<file path="src/rtl/add_serial_pkg.sv">
// Shared types and defaults for the serial-adder operand sequencer.
// Holds the FSM state type, default widths/latency and a counter-load helper.
package add_serial_pkg;

  localparam int DATA_W_DEF = 8;
  localparam int LAT_DEF    = 10;
  localparam int ERR_W_DEF  = 8;

  // Wait counter is sized for the full legal latency range (1..255).
  localparam int CNT_W = 8;

  typedef enum logic [1:0] {
    IDLE = 2'd0,
    LOAD = 2'd1,
    WAIT = 2'd2,
    HOLD = 2'd3
  } state_e;

  // The counter is loaded in LOAD and sampled when it reaches zero,
  // so LAT-1 gives exactly LAT cycles between add_en and the sample.
  function automatic logic [CNT_W-1:0] lat_init(input int lat);
    return CNT_W'(lat - 1);
  endfunction

endpackage

</file>
<file path="src/rtl/add_err_counter.sv">
// Saturating mismatch counter; clr has priority over inc.
// Ports: clk, rst (sync, high), inc_i, clr_i, cnt_o[ERR_W].
module add_err_counter #(
  parameter int ERR_W = 8
) (
  input  logic             clk,
  input  logic             rst,
  input  logic             inc_i,
  input  logic             clr_i,
  output logic [ERR_W-1:0] cnt_o
);

  logic [ERR_W-1:0] cnt_q;
  logic [ERR_W-1:0] cnt_d;

  always_comb begin
    cnt_d = cnt_q;
    if (clr_i) begin
      cnt_d = '0;
    end else if (inc_i && (cnt_q != {ERR_W{1'b1}})) begin
      cnt_d = cnt_q + ERR_W'(1);
    end
  end

  always_ff @(posedge clk) begin
    if (rst) begin
      cnt_q <= '0;
    end else begin
      cnt_q <= cnt_d;
    end
  end

  assign cnt_o = cnt_q;

endmodule

</file>
<file path="src/rtl/add_serial_seq.sv">
// Operand sequencer in front of the serial adder: accepts a pair, pulses
// add_en, waits LAT cycles, samples add_out, checks it against a+b and
// hands the result downstream.
// Ports: clk, rst (sync, high); in_valid/in_ready/in_a/in_b upstream;
// add_a/add_b/add_en/add_out to the adder; res_valid/res_ready/res_data/
// res_err downstream; err_cnt/err_clr saturating mismatch count.
module add_serial_seq
  import add_serial_pkg::*;
#(
  parameter int DATA_W = DATA_W_DEF,
  parameter int LAT    = LAT_DEF,
  parameter int ERR_W  = ERR_W_DEF
) (
  input  logic              clk,
  input  logic              rst,
  input  logic              in_valid,
  output logic              in_ready,
  input  logic [DATA_W-1:0] in_a,
  input  logic [DATA_W-1:0] in_b,
  output logic [DATA_W-1:0] add_a,
  output logic [DATA_W-1:0] add_b,
  output logic              add_en,
  input  logic [DATA_W-1:0] add_out,
  output logic              res_valid,
  input  logic              res_ready,
  output logic [DATA_W-1:0] res_data,
  output logic              res_err,
  output logic [ERR_W-1:0]  err_cnt,
  input  logic              err_clr
);

  state_e            state_q, state_d;
  logic [CNT_W-1:0]  cnt_q, cnt_d;
  logic [DATA_W-1:0] op_a_q, op_a_d;
  logic [DATA_W-1:0] op_b_q, op_b_d;
  logic              rv_q, rv_d;
  logic [DATA_W-1:0] rd_q, rd_d;
  logic              re_q, re_d;

  // Reference sum keeps the carry, but only the low bits are compared.
  logic [DATA_W:0] sum_full;
  logic            mis;
  logic            sample;

  assign sum_full = {1'b0, op_a_q} + {1'b0, op_b_q};
  assign mis      = add_out != sum_full[DATA_W-1:0];
  assign sample   = (state_q == WAIT) && (cnt_q == '0);

  always_ff @(posedge clk) begin
    if (rst) begin
      state_q <= IDLE;
      cnt_q   <= '0;
      op_a_q  <= '0;
      op_b_q  <= '0;
      rv_q    <= 1'b0;
      rd_q    <= '0;
      re_q    <= 1'b0;
    end else begin
      state_q <= state_d;
      cnt_q   <= cnt_d;
      op_a_q  <= op_a_d;
      op_b_q  <= op_b_d;
      rv_q    <= rv_d;
      rd_q    <= rd_d;
      re_q    <= re_d;
    end
  end

  always_comb begin
    state_d = state_q;
    cnt_d   = cnt_q;
    op_a_d  = op_a_q;
    op_b_d  = op_b_q;
    rv_d    = rv_q;
    rd_d    = rd_q;
    re_d    = re_q;
    unique case (state_q)
      IDLE: begin
        if (in_valid) begin
          op_a_d  = in_a;
          op_b_d  = in_b;
          state_d = LOAD;
        end
      end
      LOAD: begin
        cnt_d   = lat_init(LAT);
        state_d = WAIT;
      end
      WAIT: begin
        if (cnt_q == '0) begin
          rd_d    = add_out;
          re_d    = mis;
          rv_d    = 1'b1;
          state_d = HOLD;
        end else begin
          cnt_d = cnt_q - CNT_W'(1);
        end
      end
      HOLD: begin
        if (rv_q && res_ready) begin
          rv_d    = 1'b0;
          state_d = IDLE;
        end
      end
      default: state_d = IDLE;
    endcase
  end

  always_comb begin
    in_ready = 1'b0;
    add_en   = 1'b0;
    unique case (state_q)
      IDLE:    in_ready = 1'b1;
      LOAD:    add_en   = 1'b1;
      WAIT:    ;
      HOLD:    ;
      default: ;
    endcase
  end

  // Operands are left in place after completion so the adder
  // inputs stay quiet until the next accepted pair.
  assign add_a     = op_a_q;
  assign add_b     = op_b_q;
  assign res_valid = rv_q;
  assign res_data  = rd_q;
  assign res_err   = re_q;

  add_err_counter #(
    .ERR_W (ERR_W)
  ) u_err_cnt (
    .clk   (clk),
    .rst   (rst),
    .inc_i (sample && mis),
    .clr_i (err_clr),
    .cnt_o (err_cnt)
  );

endmodule

</file>
<file path="config.mk">
export PLATFORM = sky130hd
export DESIGN_NAME = add_serial_seq
export DESIGN_NICKNAME = d
export VERILOG_FILES = /design/src/rtl/add_serial_pkg.sv /design/src/rtl/add_err_counter.sv /design/src/rtl/add_serial_seq.sv
export SDC_FILE = /design/constraint.sdc
export NUM_CORES = 1
export LEC_CHECK = 0
export BUFFER_PORTS_ARGS = -buffer_cell sky130_fd_sc_hd__buf_2
export CORE_MARGIN = 8
export CORE_UTILIZATION = 47
export DETAILED_ROUTE_END_ITERATION = 16
export HOLD_SLACK_MARGIN = 0.03
export PLACE_DENSITY = 0.76
export SETUP_SLACK_MARGIN = 0.2
export SYNTH_ARGS = -nofsm -noshare
export SYNTH_HDL_FRONTEND = slang
export SYNTH_HIERARCHICAL = 1
export SYNTH_SLANG_ARGS = --single-unit
</file>
<file path="constraint.sdc">
create_clock -name clk -period 2.56 [get_ports clk]
set_input_delay 0.768 -clock clk [delete_from_list [all_inputs] [get_ports clk]]
set_output_delay 0.768 -clock clk [all_outputs]
set_load 0.05 [all_outputs]
</file>
**Word level (Yosys, flattened, before mapping)**

Cells that the tools add are included.

- Register bits: 44
- Input port bits: 29
- Output and inout bits: 36
- Word-level logic and storage cells: 45

- $add $sub $neg: 3
- Equality and inequality tests: 9
- Muxes and demuxes: 11
- Reductions and logical operators: 14

Operators with widths:

| operator | number |
|---|---|
| case mux 8 bit (2 select lines) | 1 |
| adder 8 x 1 -> 8 bit, second input constant | 1 |
| adder 8 bit | 1 |
| logical NOT 8 bit | 1 |
| two-way mux 8 bit | 1 |
| != test 8 bit | 1 |
| != test 8 bit, second input constant | 1 |
| case mux 2 bit (4 select lines) | 1 |
| subtractor 8 x 1 -> 8 bit, second input constant | 1 |
| two-way mux 2 bit | 3 |
| != test 2 bit, second input constant | 3 |
| AND reduction 2 bit | 3 |
| AND reduction 3 bit | 2 |
| == test 2 bit, second input constant | 2 |
| logical AND 1 bit | 4 |
| two-way mux 1 bit | 4 |
| nonzero test 2 bit | 2 |
| == test 2 x 1 -> 1 bit, second input constant | 1 |
| logical NOT 2 bit | 1 |
| != test 2 x 1 -> 1 bit, second input constant | 1 |
| case mux 1 bit (2 select lines) | 1 |
| OR reduction 2 bit | 1 |

**Depth between registers and ports, before layout**

Gate-level depths: netlist of the first run.

- Depth after elaboration: 4
- Depth in mapped cells: 10
- Gate-level depth less buffers: 10

**Modules after synthesis**

The synthesis of the first run kept the hierarchy.

Modules (own cells, without submodules):

| module | times used | cells an instance | area an instance (um^2) | sequential area each (um^2) |
|---|---|---|---|---|
| add_serial_seq | 1 | 226 | 1919.3 | 720.7 |
| add_err_counter | 1 | 47 | 435.4 | 160.2 |

**Worst setup path before layout of the first run**

OpenSTA, ideal clock, no wires.

- Path type: reg-to-reg
- From: register op_a_q[0], in the netlist add_a[0]
- To: register u_err_cnt.cnt_q[5], in the netlist u_err_cnt/cnt_o[5]
- Library setup time: 100 ps
- Arrival: 2990 ps
- Data required time: 2460 ps
- Setup slack: -529 ps
- Stages on the path, launching flop included: 11
- Path buffers: 0
- Clock period less this slack: 3089 ps
- Cell sequence: dfxtp_1 -> ha_1 -> fa_1 -> a211oi_1 -> nor2_1 -> xnor2_1 -> nor4_1 -> a31oi_1 -> and4_1 -> and3_1 -> a2111oi_4

- Word-level cells in the longest chain between the ends: 4

RTL lines:

| element | line | text |
|---|---|---|
| from (decl) | add_serial_seq.sv:34 | `logic [DATA_W-1:0] op_a_q, op_a_d;` |
| from (signal assigned) | add_serial_seq.sv:61 | `op_a_q <= op_a_d;` |
| adder 8 bit | add_serial_seq.sv:45 | `assign sum_full = {1'b0, op_a_q} + {1'b0, op_b_q};` |
| != test 8 bit | add_serial_seq.sv:46 | `assign mis = add_out != sum_full[DATA_W-1:0];` |
| logical AND 1 bit | add_serial_seq.sv:134 | `.inc_i (sample && mis),` |
| logical AND 1 bit | add_err_counter.sv:20 | `end else if (inc_i && (cnt_q != {ERR_W{1'b1}})) begin` |
| to (signal assigned) | add_err_counter.sv:29 | `cnt_q <= cnt_d;` |
| to (decl) | add_err_counter.sv:13 | `logic [ERR_W-1:0] cnt_q;` |

No other way between the ends.
A chain may end at the register's enable or synchronous reset.

**Worst setup path in the final report of the first run**

- From: register op_b_q[0], in the netlist add_b[0]
- To: register u_err_cnt.cnt_q[6], in the netlist u_err_cnt/cnt_o[6]

- Word-level cells in the longest chain between the ends: 4

RTL lines:

| element | line | text |
|---|---|---|
| from (decl) | add_serial_seq.sv:35 | `logic [DATA_W-1:0] op_b_q, op_b_d;` |
| from (signal assigned) | add_serial_seq.sv:62 | `op_b_q <= op_b_d;` |
| adder 8 bit | add_serial_seq.sv:45 |  |
| != test 8 bit | add_serial_seq.sv:46 |  |
| logical AND 1 bit | add_serial_seq.sv:134 |  |
| logical AND 1 bit | add_err_counter.sv:20 |  |

No other way between the ends.

==> results of run 1 <==
## critical path, stage by stage, from the launching register on
cell,delay (ps)
dfxtp_4,360
ha_4,160
fa_2,360
a211oi_2,250
buf_4,150
nor4b_1,50
nor2_1,160
nand3_1,150
a31oi_4,220
buf_6,130
nand3_4,70
or4_4,420
and3_4,190
## cell usage in the layout, fill, tap and decap left out, types with 11 or more instances in the layout
cell,Yosys,layout
buf_2,1,64
dfxtp_1,44,30
mux2i_1,13,13
ha_1,13,11
a21oi_1,25,21
buf_4,2,15
nor2_1,32,32
buf_6,0,12
xnor2_1,12,12
nand2_1,46,46
## power by group through the flow
| stage | registers, mW | clock network, mW | logic (mW) |
|---|---|---|---|
| 4_1_cts | 0.951 | 0.417 | 1.52 |
| 3_3_place_gp | 0.957 | 0 | 1.43 |
| 6_report | 0.950 | 0.410 | 1.58 |
| 5_1_grt | 0.971 | 0.455 | 1.72 |
| 2_1_floorplan | 1.21 | 0 | 0.899 |
| 3_5_place_dp | 0.964 | 0 | 1.46 |
## sequential cells by signal (all words and copies together) (netlist names)
name and cells:
res_valid 1, u_err_cnt/cnt_o 8, state_q 2, add_a 8, res_err 1, res_data 8
add_b 8, cnt_q 8
## layout make-up
cell class / count / share of cell area, %
multi-input cells: 212 / 47.6
flip-flops and latches: 44 / 28.8
repair buffers: 91 / 17.7
well taps: 67 / 2.61
clock buffers: 7 / 2.38
inverters: 8 / 0.935
## repair_timing
item | CTS | global route
resized for setup | 9 | 20
gates cloned | 0 | 0
pin swaps | 5 | 13
setup buffers | 9 | 5
endpoints found under the setup margin | 8 | 9
## cells by family (layout without fill, tap and decap cells)
logic type               after synthesis  after routing  synth area share [%]
AO/OA/AOI/OAI                         52             52                  16.0
XOR/XNOR                              17             17                  6.32
adder cells (fa/ha/maj)               14             14                  7.76
buffers and inverters                 17            106                  3.08
flip-flops                            44             44                  37.4
multiplexers                          13             13                  5.53
AND/OR/NAND/NOR                      116            116                  23.9
## worst min path at each step
stage	endpoint	slack, ps
2_1_floorplan	cnt_q[7]	480
3_3_place_gp	add_b[5]	450
3_5_place_dp	add_b[6]	450
4_1_cts	add_b[6]	460
5_1_grt	add_a[6]	490
6_report	add_b[6]	460
## routing by layer
layer	vias up	wire [µm]	global-route usage, %
met5	-	0	0
met3	10	349	5.48
met1	1049	2760	19.1
li1	1131	-	-
met2	62	3140	27.4
met4	0	103	6.10
## stage by stage
stage	instance area [µm²]	setup slack [ps]	util, %
detailed placement	2890	-140	60.3
CTS	3080	-2.47	64.4
global placement	2890	-49.8	60.3
finish	3210	-215	67.1
global route	3210	-378	67.1
floorplan	2430	-94.5	-
==> flow_summary.toml, run 1 <==
[yosys]
synth_top_area_cell = "dfxtp_1"
synth-main-ff-cell = "dfxtp_1"
synth_commonest_cells = "nand2_1, dfxtp_1, nor2_1"
async_flop_share_pct = 0
yosysMostFrequentCell = "nand2_1"
yosysUniqueCellTypes = 46
yosys_warnings = 6
syn_inst = 273
syn_nets = 316
synth_edf_count = 0
synth.top_cell.area_share_pct = 37.4
seq_area_frac_synth_pct = 37.4
synth.avg_cell_area_um2 = 8.63
netlist_area_mm2 = 0.00235
synth_seq_cells = 44
yosys-top-cells-area = "dfxtp_1, nand2_1, ha_1, mux2i_1, a21oi_1"

[clocking]
cts_root_buf = "clkbuf_8"
cts_buffer_depth = 2
postCtsHoldBufs = 0
clock_latency_ps = 290
path_clk_slew_ps = 80
clkSinkCount = 44
numCtsBuffers = 5
cts_tree = "yes"
htreeDepth = 2

[timing]
clock_skew_ps = 2.69
setup_violations = 8
timing.hold.ws_ps = 463
fin_crit_ps = 2770
tightest_slew_ps = 530
setup_tns_ps = -831
clock.fmax_mhz = 360
setup_ws_ps = -215
rsz0062_at_grt = "yes"
relSlewSlack_pct = 64.7
finalCritPeriodShare_pct = 108
slew_viol_final = 0
hold_viol_final = 0

[die]
die_h_um = 86.8
coreArea_mm2 = 0.00479
pin_count = 65
die_width_um = 86.8
placementRows = 25
start_util_pct = 49.2
dieArea_mm2 = 0.00753

[drt]
routed_wl_um = 6350
drtIter0Drc = 105
post-route-drc-count = 0
antenna_left = 0
vias = 2252
wl_per_cell_um = 14.8
drt_pass1_iterations = 4
viasPerCell = 5.25

[layout]
num_antenna_cells = 0
fill_cells = 386
seq_area_um2 = 923
final_layout_size_suffix_gt1_share_pct = 39.2
nets = 405
multi_input_area_mm2 = 0.00153
area_growth_pct = 36.3
finalNonFillerCells = 429

[critical_path]
rrSetupSlack_ps = -210
r2r-start = "add_b[0]"
cp.arrival_ps = 2970
cp_max_fo = 2
endpoint_kind = "flip-flop"
r2r_cells = 12
r2r-end = "u_err_cnt/cnt_o[6]"
cp_data_required_time_ps = 2750
startpoint = "add_b[0]"
critPathCapture = "u_err_cnt/cnt_o[6]"
path_class = "reg2reg"
cp-start-kind = "flip-flop"

[pwr]
cell_internal_pwr_mw = 1.61
p_total_mw = 2.94
powerDensity_mw_per_mm2 = 916
p_sw_mw = 1.33
clockPowerShare_pct = 13.9
p_sw_share_pct = 45.2
worst_ir_drop_vdd_uv = 513
p_seq_share_pct = 32.3
p_leak_nw = 1.47
p_comb_share_pct = 53.8

[grt]
grt_max_degree = 17
grt.overflow.total = 0
grt_pass1_wl_um = 10100
first_global_vias = 2320
grt_use_total_pct = 16.5
antenna_found_initial = 0

[run_status]
failed_checks = "negative setup slack"
status = "finished with violations"

[placed_design]
port-buffer-count = 64
gp_congestion = 0.818
place_inst = 408
dp_hpwl_um = 4440

[hold_path]
min_path_cells = 2
hp-start = "add_b[6]"
hold_path.class = "reg2reg"

[job]
cap_violations = 0
Note: power is estimated with default switching activity, not from simulation.
==> run 2: changes to the inputs <==
Settings changed: CORE_UTILIZATION 47 to 50, PLACE_DENSITY 0.76 to 0.77.
Clock period 2.56 ns to 2.9 ns, I/O delays scaled along.
==> flow_summary.toml, run 2 (synthesized netlist as in run 1, its figures left out) <==
[layout]
final_util_pct = 63.8
final_cell_mix = "buf_2, nand2_1, dfxtp_1"
nets = 386
final_layout_size_suffix_gt1_share_pct = 32.3
area_growth_pct = 25.5
final_common_cell = "buf_2"
num_antenna_cells = 0
finalNonFillerCells = 398
finish.instance_area_mm2 = 0.00296

[die]
start_util_pct = 50.9
coreArea_mm2 = 0.00463
die_width_um = 84.6
dieArea_mm2 = 0.00716
die_h_um = 84.6
pin_count = 65
placementRows = 25

[clocking]
path_clk_slew_ps = 80
cts_tree = "yes"
clkSinkCount = 44
htreeDepth = 2
cts_buffer_depth = 2
numCtsBuffers = 5
postCtsHoldBufs = 0
cts_root_buf = "clkbuf_8"
clock_latency_ps = 300

[pwr]
p_total_mw = 2.61
p_leak_nw = 1.38
powerDensity_mw_per_mm2 = 884
worst_ir_drop_vdd_uv = 440

[timing]
finalCritPeriodShare_pct = 92.9
tightest_slew_ps = 542
setup_violations = 0
relSlewSlack_pct = 63.9
hold_viol_final = 0
fin_crit_ps = 2700
clock_skew_ps = 9.80
timing.hold.ws_ps = 468
setup_ws_ps = 205
clock.fmax_mhz = 371
rsz0062_at_grt = "yes"
setup_tns_ps = 0
slew_viol_final = 0

[placed_design]
pre_cts_slack_ps = 53.9
port-buffer-count = 64
placed_area_mm2 = 0.00275
dp_hpwl_um = 4230
place_inst = 384
gp_congestion = 0.794

[drt]
viasPerCell = 5.38
antenna_left = 0
routed_wl_um = 5820
post-route-drc-count = 0
drt_pass1_iterations = 6
drtIter0Drc = 88
vias = 2143
wl_per_cell_um = 14.6

[critical_path]
cp_cell_sequence = "ha_4 > fa_2 > a211oi_4 > nor4b_2 > nor2_1 > nand3_2 > a31oi_4 > buf_6 > nand3_1 > or4_1 > and3_1"
path_class = "reg2reg"
cp_max_fo = 3
cpPeakStageDelay_ps = 400
cp.arrival_ps = 2890
endpoint_kind = "flip-flop"
cp_slowest_cell = "or4_1"
crit_family = "simple AND/OR/NAND/NOR gates"
cp-start-kind = "flip-flop"
cp_data_required_time_ps = 3090
worst-path-buf-inv = 1

[grt]
first_global_vias = 2170
use_met2_pct = 27.1
grt_util_met3_pct = 5.37
grt_max_degree = 24
antenna_found_initial = 0
gr-usage-met1_pct = 20.4
grt_pass1_wl_um = 9940
busiest_layer = "met2"
grt.overflow.total = 0
grt_use_total_pct = 16.7

[hold_path]
hold_path.class = "reg2reg"

[job]
cap_violations = 0

[run_status]
status = "finished, final reports clean"
-- run 2: changes by cell type in the layout (fill, tap and decap cells not counted), moves of 4 or more --
cell and change:
buf_4 -8, a21oi_2 -4, dfxtp_4 -8, dfxtp_2 +4, a21oi_1 +4, dfxtp_1 +4, buf_6 -11
-- run 2: worst register-to-register path: stages, from the launching register on --
cell,delay [ps]
dfxtp_4,360
ha_4,160
fa_2,360
a211oi_4,280
nor4b_2,90
nor2_1,170
nand3_2,120
a31oi_4,240
buf_6,130
nand3_1,110
or4_1,400
and3_1,190
-- run 2: repair_timing --
item | 4_1_cts | 5_1_grt
setup endpoints to repair | 3 | 5
buffers inserted | 4 | 2
gates resized for setup | 4 | 5
pin swaps | 7 | 7
-- run 2: routing by layer --
layer | part of all wire [%] | vias to the layer above
met5 | 0 | -
met4 | 1.0 | 0
met3 | 6.0 | 7
met2 | 48 | 70
met1 | 45 | 974
li1 | - | 1092
-- run 2: report_power, final --
part / switching (mW) / internal [mW]
Sequential: 0.107 / 0.725
Clock: 0.210 / 0.251
Combinational: 0.855 / 0.466
-- run 2: cell type report --
| cell class | instances | area, µm² |
|---|---|---|
| Clock buffer | 5 | 68.8 |
| Clock inverter | 3 | 37.5 |
| Fill cell | 409 | 1670 |
| Inverter | 8 | 30.0 |
| Multi-Input combinational cell | 212 | 1470 |
| Sequential cell | 44 | 898 |
| Tap cell | 54 | 67.6 |
| Timing Repair Buffer | 72 | 384 |
-- run 2: path summary, 6_finish.rpt --
check             slack, ps  cells past startpoint            endpoint      from
setup / recovery        200                     11  u_err_cnt/cnt_o[6]  add_a[0]
hold / removal          470                      2            add_b[4]  add_b[4]
setup reg to reg        200                     11  u_err_cnt/cnt_o[6]  add_a[0]
hold reg to reg         470                      2            add_b[4]  add_b[4]
